==> config.mk <==
export PLATFORM = sky130hd
export DESIGN_NAME = encode_ir_flat
export DESIGN_NICKNAME = d
export VERILOG_FILES = /design/src/rtl/encode_ir_if.sv /design/src/rtl/encode_ir.sv /design/src/flat_wrapper.sv
export SDC_FILE = /design/constraint.sdc
export NUM_CORES = 1
export LEC_CHECK = 0
export ABC_CLOCK_PERIOD_IN_PS = 2290
export CORE_MARGIN = 2
export CORE_UTILIZATION = 40
export CTS_CLUSTER_DIAMETER = 100
export CTS_CLUSTER_SIZE = 25
export DETAILED_ROUTE_END_ITERATION = 12
export DONT_BUFFER_PORTS = 1
export PLACE_DENSITY = 0.6
export SLEW_MARGIN = 30
export SYNTH_ARGS = -nofsm -noshare
export SYNTH_HDL_FRONTEND = slang
export SYNTH_SLANG_ARGS = --single-unit
==> constraint.sdc <==
create_clock -name clk -period 2.29 [get_ports clk]
set_input_delay 0.458 -clock clk [delete_from_list [all_inputs] [get_ports clk]]
set_output_delay 0.458 -clock clk [all_outputs]
set_load 0.02 [all_outputs]
==> src/rtl/encode_ir_if.sv <==
`default_nettype none
// ============================================================================
//  Module      : encode_ir_if
//  Description : Host-side command and emitter bundle for the NEC IR
//                transmitter. The host drives the payload and frame
//                requests; the transmitter returns status and both line
//                outputs.
//                  data   [31:0] frame payload, sampled on accept
//                  send          request a data frame (level)
//                  rep           request a repeat frame (level)
//                  busy          frame in progress
//                  done          one-cycle pulse at frame completion
//                  ir_out        demodulated line, 0 = mark
//                  ir_led        38 kHz modulated emitter drive
//                  led    [2:0]  current state code, debug only
//  Revision    : 1.0  initial release
// ============================================================================
interface encode_ir_if;
    logic [31:0] data;
    logic        send;
    logic        rep;
    logic        busy;
    logic        done;
    logic        ir_out;
    logic        ir_led;
    logic [2:0]  led;

    modport master (
        output data, send, rep,
        input  busy, done, ir_out, ir_led, led
    );

    modport slave (
        input  data, send, rep,
        output busy, done, ir_out, ir_led, led
    );
endinterface
`default_nettype wire

==> src/rtl/encode_ir.sv <==
`default_nettype none
// ============================================================================
//  Module      : encode_ir
//  Description : NEC pulse-distance IR transmitter. Serialises a 32-bit word
//                (MSB first) or a repeat code into the NEC mark/space
//                waveform. Timing assumes a 1 MHz clock (1 cycle = 1 us).
//  Ports       : clk    system clock
//                rst_n  asynchronous active-low reset
//                bus    encode_ir_if.slave
//                         in : data[31:0], send, rep
//                         out: busy, done, ir_out, ir_led, led[2:0]
//  Revision    : 1.0  initial release
// ============================================================================
module encode_ir #(
    parameter int unsigned T_LEAD_MARK  = 9000,
    parameter int unsigned T_LEAD_SPACE = 4500,
    parameter int unsigned T_REP_SPACE  = 2250,
    parameter int unsigned T_BIT_MARK   = 562,
    parameter int unsigned T_ZERO_SPACE = 562,
    parameter int unsigned T_ONE_SPACE  = 1687,
    parameter int unsigned T_GUARD      = 6000,
    parameter int unsigned CARRIER_DIV  = 26,
    parameter int unsigned CARRIER_HIGH = 9
) (
    input  wire logic   clk,
    input  wire logic   rst_n,
    encode_ir_if.slave  bus
);

    // State codes are visible on led, so the values are fixed.
    localparam logic [2:0] c_st_idle       = 3'd0;
    localparam logic [2:0] c_st_lead_mark  = 3'd1;
    localparam logic [2:0] c_st_lead_space = 3'd2;
    localparam logic [2:0] c_st_bit_mark   = 3'd3;
    localparam logic [2:0] c_st_bit_space  = 3'd4;
    localparam logic [2:0] c_st_stop_mark  = 3'd5;
    localparam logic [2:0] c_st_guard      = 3'd6;

    // Terminal counts: a segment of N cycles ends when the counter hits N-1.
    localparam logic [13:0] c_lead_mark_end  = 14'(T_LEAD_MARK - 1);
    localparam logic [13:0] c_lead_space_end = 14'(T_LEAD_SPACE - 1);
    localparam logic [13:0] c_rep_space_end  = 14'(T_REP_SPACE - 1);
    localparam logic [13:0] c_bit_mark_end   = 14'(T_BIT_MARK - 1);
    localparam logic [13:0] c_zero_space_end = 14'(T_ZERO_SPACE - 1);
    localparam logic [13:0] c_one_space_end  = 14'(T_ONE_SPACE - 1);
    localparam logic [13:0] c_guard_end      = 14'(T_GUARD - 1);

    localparam int                 c_car_w    = (CARRIER_DIV > 1) ? $clog2(CARRIER_DIV) : 1;
    localparam logic [c_car_w-1:0] c_car_last = c_car_w'(CARRIER_DIV - 1);
    localparam logic [c_car_w-1:0] c_car_high = c_car_w'(CARRIER_HIGH);

    logic [2:0]         r_state;
    logic [13:0]        r_cnt;
    logic [31:0]        r_sreg;
    logic [4:0]         r_idx;
    logic               r_rep;
    logic [c_car_w-1:0] r_car;

    logic               r_busy;
    logic               r_done;
    logic               r_ir_out;
    logic               r_ir_led;
    logic [2:0]         r_led;

    logic [13:0]        w_dur_end;
    logic               w_seg_done;
    logic               w_is_mark;
    logic               w_next_is_mark;
    logic               w_state_change;
    logic [2:0]         w_next_state;

    // Length of the segment currently being timed.
    always_comb begin
        w_dur_end = 14'd0;
        case (r_state)
            c_st_lead_mark:  w_dur_end = c_lead_mark_end;
            c_st_lead_space: w_dur_end = r_rep ? c_rep_space_end : c_lead_space_end;
            c_st_bit_mark:   w_dur_end = c_bit_mark_end;
            c_st_bit_space:  w_dur_end = r_sreg[31] ? c_one_space_end : c_zero_space_end;
            c_st_stop_mark:  w_dur_end = c_bit_mark_end;
            c_st_guard:      w_dur_end = c_guard_end;
            default:         w_dur_end = 14'd0;
        endcase
    end

    assign w_seg_done = (r_cnt == w_dur_end);

    always_comb begin
        w_next_state = r_state;
        case (r_state)
            c_st_idle: begin
                if (bus.send || bus.rep) begin
                    w_next_state = c_st_lead_mark;
                end
            end
            c_st_lead_mark: begin
                if (w_seg_done) begin
                    w_next_state = c_st_lead_space;
                end
            end
            c_st_lead_space: begin
                if (w_seg_done) begin
                    w_next_state = r_rep ? c_st_stop_mark : c_st_bit_mark;
                end
            end
            c_st_bit_mark: begin
                if (w_seg_done) begin
                    w_next_state = c_st_bit_space;
                end
            end
            c_st_bit_space: begin
                if (w_seg_done) begin
                    w_next_state = (r_idx == 5'd31) ? c_st_stop_mark : c_st_bit_mark;
                end
            end
            c_st_stop_mark: begin
                if (w_seg_done) begin
                    w_next_state = c_st_guard;
                end
            end
            c_st_guard: begin
                if (w_seg_done) begin
                    w_next_state = c_st_idle;
                end
            end
            default: w_next_state = c_st_idle;
        endcase
    end

    assign w_is_mark      = (r_state == c_st_lead_mark) || (r_state == c_st_bit_mark) ||
                            (r_state == c_st_stop_mark);
    assign w_next_is_mark = (w_next_state == c_st_lead_mark) || (w_next_state == c_st_bit_mark) ||
                            (w_next_state == c_st_stop_mark);
    assign w_state_change = (w_next_state != r_state);

    always_ff @(posedge clk or negedge rst_n) begin
        if (!rst_n) begin
            r_state  <= c_st_idle;
            r_cnt    <= 14'd0;
            r_sreg   <= 32'd0;
            r_idx    <= 5'd0;
            r_rep    <= 1'b0;
            r_car    <= '0;
            r_busy   <= 1'b0;
            r_done   <= 1'b0;
            r_ir_out <= 1'b1;
            r_ir_led <= 1'b0;
            r_led    <= 3'd0;
        end else begin
            r_state <= w_next_state;

            // Shared duration counter restarts on every state entry.
            if (w_state_change) begin
                r_cnt <= 14'd0;
            end else if (r_state != c_st_idle) begin
                r_cnt <= r_cnt + 14'd1;
            end

            // Request capture; send wins over rep.
            if (r_state == c_st_idle) begin
                if (bus.send) begin
                    r_sreg <= bus.data;
                    r_rep  <= 1'b0;
                end else if (bus.rep) begin
                    r_rep  <= 1'b1;
                end
            end

            if ((r_state == c_st_lead_space) && w_seg_done) begin
                r_idx <= 5'd0;
            end

            // Next bit is always presented at the shift-register MSB.
            if ((r_state == c_st_bit_space) && w_seg_done) begin
                r_sreg <= {r_sreg[30:0], 1'b0};
                r_idx  <= r_idx + 5'd1;
            end

            // Carrier phase restarts on each mark so every mark opens high.
            if (w_state_change && w_next_is_mark) begin
                r_car <= '0;
            end else if (w_is_mark) begin
                r_car <= (r_car == c_car_last) ? '0 : r_car + 1'b1;
            end

            // Outputs trail the state by one cycle, uniformly.
            r_ir_out <= ~w_is_mark;
            r_ir_led <= w_is_mark && (r_car < c_car_high);
            r_busy   <= (r_state != c_st_idle);
            // IDLE is only ever entered from GUARD, so a busy-to-idle edge
            // marks frame completion.
            r_done   <= (r_state == c_st_idle) && r_busy;
            r_led    <= r_state;
        end
    end

    assign bus.busy   = r_busy;
    assign bus.done   = r_done;
    assign bus.ir_out = r_ir_out;
    assign bus.ir_led = r_ir_led;
    assign bus.led    = r_led;

endmodule
`default_nettype wire

==> src/flat_wrapper.sv <==
// flat-port wrapper written by rule: the top's interface ports become plain ports
module encode_ir_flat 
#(
    parameter int unsigned T_LEAD_MARK  = 9000,
    parameter int unsigned T_LEAD_SPACE = 4500,
    parameter int unsigned T_REP_SPACE  = 2250,
    parameter int unsigned T_BIT_MARK   = 562,
    parameter int unsigned T_ZERO_SPACE = 562,
    parameter int unsigned T_ONE_SPACE  = 1687,
    parameter int unsigned T_GUARD      = 6000,
    parameter int unsigned CARRIER_DIV  = 26,
    parameter int unsigned CARRIER_HIGH = 9
)
  (clk, rst_n, bus_data, bus_send, bus_rep, bus_busy, bus_done, bus_ir_out, bus_ir_led, bus_led);
  encode_ir_if bus_i ();
  input  wire logic clk;
  input  wire logic rst_n;
  input wire logic [$bits(bus_i.data)-1:0] bus_data;
  input wire logic [$bits(bus_i.send)-1:0] bus_send;
  input wire logic [$bits(bus_i.rep)-1:0] bus_rep;
  output wire logic [$bits(bus_i.busy)-1:0] bus_busy;
  output wire logic [$bits(bus_i.done)-1:0] bus_done;
  output wire logic [$bits(bus_i.ir_out)-1:0] bus_ir_out;
  output wire logic [$bits(bus_i.ir_led)-1:0] bus_ir_led;
  output wire logic [$bits(bus_i.led)-1:0] bus_led;
  assign bus_i.data = bus_data;
  assign bus_i.send = bus_send;
  assign bus_i.rep = bus_rep;
  assign bus_busy = bus_i.busy;
  assign bus_done = bus_i.done;
  assign bus_ir_out = bus_i.ir_out;
  assign bus_ir_led = bus_i.ir_led;
  assign bus_led = bus_i.led;
  encode_ir #(.T_LEAD_MARK(T_LEAD_MARK), .T_LEAD_SPACE(T_LEAD_SPACE), .T_REP_SPACE(T_REP_SPACE), .T_BIT_MARK(T_BIT_MARK), .T_ZERO_SPACE(T_ZERO_SPACE), .T_ONE_SPACE(T_ONE_SPACE), .T_GUARD(T_GUARD), .CARRIER_DIV(CARRIER_DIV), .CARRIER_HIGH(CARRIER_HIGH)) u_core (.clk(clk), .rst_n(rst_n), .bus(bus_i));
endmodule
==> Word level (Yosys, flattened, before mapping) <==
Index checks and enable logic that the tools add are counted.
{ "totals": {"ff_bits": 67, "inputBits": 36, "wordCells": 75, "out_inout_bits": 7} }
{ "classes": {"n_reduce_logical": 21, "addsub": 3, "magnitude_cmp": 1, "mux": 25, "eq_ne": 13, "bitwise": 1} }
{ "ops": {"columns": ["op", "n"], "rows": [
  ["32-bit two-way mux", 3],
  ["14-bit case mux with 5 select lines", 1],
  ["14-bit two-way mux", 2],
  ["3-bit two-way mux", 9],
  ["5-bit two-way mux", 5],
  ["3-bit case mux with 7 select lines", 1],
  ["14-bit by 1-bit adder with 14-bit output, second input constant", 1],
  ["14-bit equality test", 1],
  ["13-bit two-way mux", 1],
  ["3-bit equality test, second input constant", 4],
  ["2-bit nonzero test", 6],
  ["11-bit two-way mux", 1],
  ["5-bit by 1-bit adder with 5-bit output, second input constant", 2],
  ["5-bit equality test, second input constant", 2],
  ["3-bit by 2-bit equality test with 1-bit output, second input constant", 3],
  ["3-bit by 1-bit equality test with 1-bit output, second input constant", 2],
  ["1-bit logical AND", 5],
  ["1-bit logical OR", 5],
  ["5-bit by 4-bit less-than comparator with 1-bit output, second input constant", 1],
  ["2-bit AND reduction", 2],
  ["3-bit logical NOT", 1],
  ["3-bit != test", 1],
  ["3-bit nonzero test", 1],
  ["1-bit two-way mux", 2],
  ["other kinds (2)", 2]
]} }

==> Logic depth before layout (Yosys ltp) <==
{ "depth": {"ltp_word": 11, "ltp_mapped": 11, "depth_no_buf": 8} }

==> Worst setup path before layout <==
Ideal clock, no wire load.
{ "synth_timing": {"path_kind": "reg2reg", "from": "reg u_core.r_state[1]", "to": "reg u_core.r_cnt[2]", "t_arrival_ns": 2.271, "slack_ns": -0.114, "path_buffers": 3, "required_time_ns": 2.156, "synth_period_minus_slack_ns": 2.404, "setup_ns": 0.134, "path_stages_with_launch": 11, "path_cell_list": "dfrtp_1 -> buf_2 -> or3b_1 -> o21ai_0 -> xor2_1 -> a211o_1 -> or3_4 -> buf_6 -> o21ai_1 -> buf_4 -> a211oi_1"} }
{ "synth_via": {"elab_chain_cells": 8, "word_cells_on_any_way": 22, "classes_between": "eq/ne (8); mux (10); reduce/logical (4)"} }
{ "synth_rtl": {"columns": ["element", "line_no", "source"], "rows": [
  ["start: declaration", "encode_ir.sv:52", "logic [2:0] r_state;"],
  ["start signal: assignment", "encode_ir.sv:138", "r_state <= c_st_idle;"],
  ["start signal: assignment", "encode_ir.sv:150", "r_state <= w_next_state;"],
  ["3-bit equality test or 3-bit by 2-bit equality test with 1-bit output (tied branches)", "encode_ir.sv:75, encode_ir.sv:90", null],
  ["2-bit OR reduction (no line)", null, null],
  ["14-bit case mux with 5 select lines", "encode_ir.sv:75", "case (r_state)"],
  ["14-bit equality test", "encode_ir.sv:86", "assign w_seg_done = (r_cnt == w_dur_end);"],
  ["3-bit two-way mux, or another cell as far along", "encode_ir.sv:122", "if (w_seg_done) begin"],
  ["3-bit case mux with 7 select lines", "encode_ir.sv:90", "case (r_state)"],
  ["3-bit != test", "encode_ir.sv:134", "assign w_state_change = (w_next_state != r_state);"],
  ["14-bit two-way mux or 2-bit nonzero test (tied branches)", null, null],
  ["end signal: assignment", "encode_ir.sv:156", "r_cnt <= r_cnt + 14'd1;"],
  ["end: declaration", "encode_ir.sv:53", "logic [13:0] r_cnt;"]
]} }
Several ways; a longest one is shown, not always the timed one.
A chain may end at the register's enable or synchronous reset.

==> Final worst setup path <==
{ "layout_timing": {"from": "reg u_core.r_state[2]", "to": "reg u_core.r_sreg[6]"} }
{ "layout_via": {"elab_chain_cells": 7, "word_cells_on_any_way": 15, "classes_between": "eq/ne (7); mux (2); reduce/logical (6)"} }
{ "layout_rtl": {"columns": ["element", "line_no", "source"], "rows": [
  ["3-bit equality test or 3-bit by 2-bit equality test with 1-bit output (tied branches)", "encode_ir.sv:75", null],
  ["2-bit OR reduction (no line)", null, null],
  ["14-bit case mux with 5 select lines", "encode_ir.sv:75", null],
  ["14-bit equality test", "encode_ir.sv:86", null],
  ["1-bit logical AND", "encode_ir.sv:174", "if ((r_state == c_st_bit_space) && w_seg_done) begin"],
  ["2-bit nonzero test (no line)", null, null],
  ["2-bit AND reduction (no line)", null, null],
  ["end signal: assignment", "encode_ir.sv:162", "r_sreg <= bus.data;"],
  ["end signal: assignment", "encode_ir.sv:175", "r_sreg <= {r_sreg[30:0], 1'b0};"],
  ["end: declaration", "encode_ir.sv:54", "logic [31:0] r_sreg;"]
]} }
Several ways; a longest one is shown, not always the timed one.

==> flow_summary.yaml <==
synth:
  synth_cells: 357
  async_flop_share_pct: 100
  ys_seq_area_share_pct: 46.4
  yosysTopAreaCellShare_pct: 45.7
  synth_cell_type_count: 56
  ys_ff_latch: 67
  synth_area_leaders: "dfrtp_1, a221o_1, and3_1"
  synth-main-ff-cell: "dfrtp_1"
  ys_warn_count: 0
  yosys.area.top_type: "dfrtp_1"
  synth_fp_nets: 398
  synth_area_um2: 3620
  synth_commonest_cells: "dfrtp_1, and3_1, a221o_1"
  synth-edff-count: 0
  synth_most_common_cell: "dfrtp_1"
  syn_avg_cell_area_um2: 10.1
sta:
  slew-limit-headroom_pct: 63.5
  postLayoutSetupSlackWorst_ns: -0.193
  hold_violations: 0
  slew_viol_final: 0
  finalSetupViolations: 55
  worst_slew_pin_slew_ns: 0.543
  finalSetupTns_ns: -7.65
  rsz0062_at_grt: "true"
  finalCritPeriodShare_pct: 108
  fmax_mhz: 403
  fin_crit_ns: 2.48
  fin_skew_ns: 0.00694
die:
  core_area_um2: 8760
  start_util_pct: 41.3
  placementRows: 34
  dieArea_um2: 9820
  die_h_um: 99.1
  dieWidth_um: 99.1
  io-pin-count: 43
global_routing:
  grtUsageTotal_pct: 19.4
  grt_antenna_before_repair: 0
  grt_pass1_wl_um: 15100
  grt_pass1_vias: 2945
  overflow: 0
  grt_max_degree: 68
power:
  powerDensity_nw_per_um2: 667
  p_leak_uw: 0.00206
  power_uw: 3010
  peakVddDrop_mv: 0.330
clock_tree:
  clock-sinks: 67
  cts-root-buf: "clkbuf_8"
  clkLatencyLatePin_ns: 0.36
  cts.htree.levels: 3
  clockBufferDepth: 2
  cts_tree: "built"
  cts.clk_slew.worst_paths_ns: 0.08
  cts_made_buffers: 9
setup_path:
  worstSetupStartpointType: "register"
  end_kind: "register"
  cp.required_ns: 2.53
  crit_chain: "or3b_4, o21ai_2, xor2_1, a211o_1, buf_4, nor3_4, a21oi_2, clkbuf_16, a221o_1"
  cp_slowest_stage_delay_ns: 0.47
  criticalPathCategory: "register to register"
  path_max_fanout: 15
  arrival_ns: 2.73
  crit_slowest_cell: "dfrtp_2"
route:
  drt_iter0_drc: 170
  drt_drc_violations_left: 0
  dr.pass1.iters: 4
  routed_wirelength_um: 9200
  drtAntennaViolNets: 0
  post_drt_wl_per_cell_um: 18.4
  vias: 2989
  vias_per_cell: 5.97
placed_design:
  portBuffers: 0
  routabilityCongestion: 0.873
  placed_cell_area_um2: 3950
  dp_slack_ns: -0.246
  hpwlAfterDp_um: 5720
layout:
  nets: 429
  synthToLayoutAreaGrowth_pct: 24.8
  drive_gt1_share_pct: 28.2
  final_cell_area_um2: 4510
  diodes: 0
status:
  status: "finished with violations"
  violations: "setup timing"
hold_path:
  hp-class: "input pin to register"
flow_run:
  max_cap_viol_count: 0
## cell families (layout without fill, tap and decap cells)
group	count (synthesis)	count (layout)	synth area share (%)
xor gates and xnor gates	22	22	5.33
AOI/OAI and AO/OA	87	87	19.8
buffers and inverters	37	72	4.98
adders and majority gates	5	5	1.73
muxes	2	2	0.588
DFF	67	67	46.4
and+or+nand+nor	137	138	21.2
## through the flow
stage          hold WS (ns)  std cells  util [%]
3_3_place_gp          0.165        469      45.1
5_1_grt               0.262        501      51.5
4_1_cts               0.248        500      50.6
3_5_place_dp          0.165        469      45.1
2_1_floorplan         0.162        357         -
6_report              0.265        501      51.5
## critical path, delay by kind of cell (launching register included)
family | cells | cell delay [ns]
AOI/OAI and AO/OA | 4 | 0.79
xor gates and xnor gates | 1 | 0.10
buffers and inverters | 2 | 0.36
DFF | 1 | 0.47
and+or+nand+nor | 2 | 0.65
## final cells by class
cell class / count / area, um2
multi-input cells: 254 / 1980
clock inverters: 6 / 48.8
inverters: 6 / 22.5
clock buffers: 10 / 138
well taps: 108 / 135
flip-flops and latches: 67 / 1680
repair buffers: 50 / 508
fillers: 767 / 4250
## where the power goes
part	internal [uW]	switching [uW]
Clock	431	524
Combinational	269	234
Sequential	1350	203
## state kept, by name, summed over array words and instances, names as in the netlist, 3 cells and up
register        count
u_core.bus.led      3
u_core.r_sreg      32
u_core.r_idx        5
u_core.r_car        5
u_core.r_cnt       14
u_core.r_state      3
## what timing repair did
action | 4_1_cts | 5_1_grt
endpoints found under the hold margin | 67 | 0
hold buffers | 2 | 0
setup endpoints to repair | 56 | 59
gates cloned | 2 | 1
resized for setup | 32 | 17
buffers inserted | 11 | 2
pin swaps | 12 | 6
## metal layers
| metal | GRT usage (%) | share of wire, % |
|---|---|---|
| met4 | 6.11 | 1.7 |
| met1 | 26.5 | 46 |
| met5 | 0 | 0 |
| met3 | 4.04 | 4.0 |
| met2 | 30.9 | 49 |
## worst paths after layout
| kind | depth (start not counted) | startpoint | slack (ns) | endpoint |
|---|---|---|---|---|
| worst min register to register | 1 | u_core.r_car[4]$_DFFE_PN0P_ | 0.50 | u_core.bus.ir_led$_DFF_PN0_ |
| worst min-delay path | 2 | bus_rep | 0.26 | u_core.r_rep$_DFFE_PN0P_ |
| worst max register to register | 9 | u_core.r_state[2]$_DFF_PN0_ | -0.19 | u_core.r_sreg[6]$_DFFE_PN0P_ |
| max in group asynchronous | 2 | rst_n | 1.31 | u_core.bus.ir_out$_DFF_PN1_ |
| min in group asynchronous | 2 | rst_n | 0.67 | u_core.bus.led[2]$_DFF_PN0_ |
| worst max-delay path | 9 | u_core.r_state[2]$_DFF_PN0_ | -0.19 | u_core.r_sreg[6]$_DFFE_PN0P_ |
## placed cells by master, fill, tap and decap left out, types with 4 or more instances in the layout
master / n
xnor2_1: 7
ha_1: 5
buf_6: 8
o21ai_0: 4
buf_12: 5
nand4_1: 7
buf_4: 34
nand3_1: 7
nand2_1: 19
a221o_1: 33
a21oi_1: 7
nor2_1: 21
xor2_1: 15
dfrtp_1: 63
o211ai_1: 7
inv_1: 6
a211oi_2: 7
nor2_2: 6
and3_1: 39
clkbuf_8: 10
Note: power is estimated with default switching activity, not from simulation.
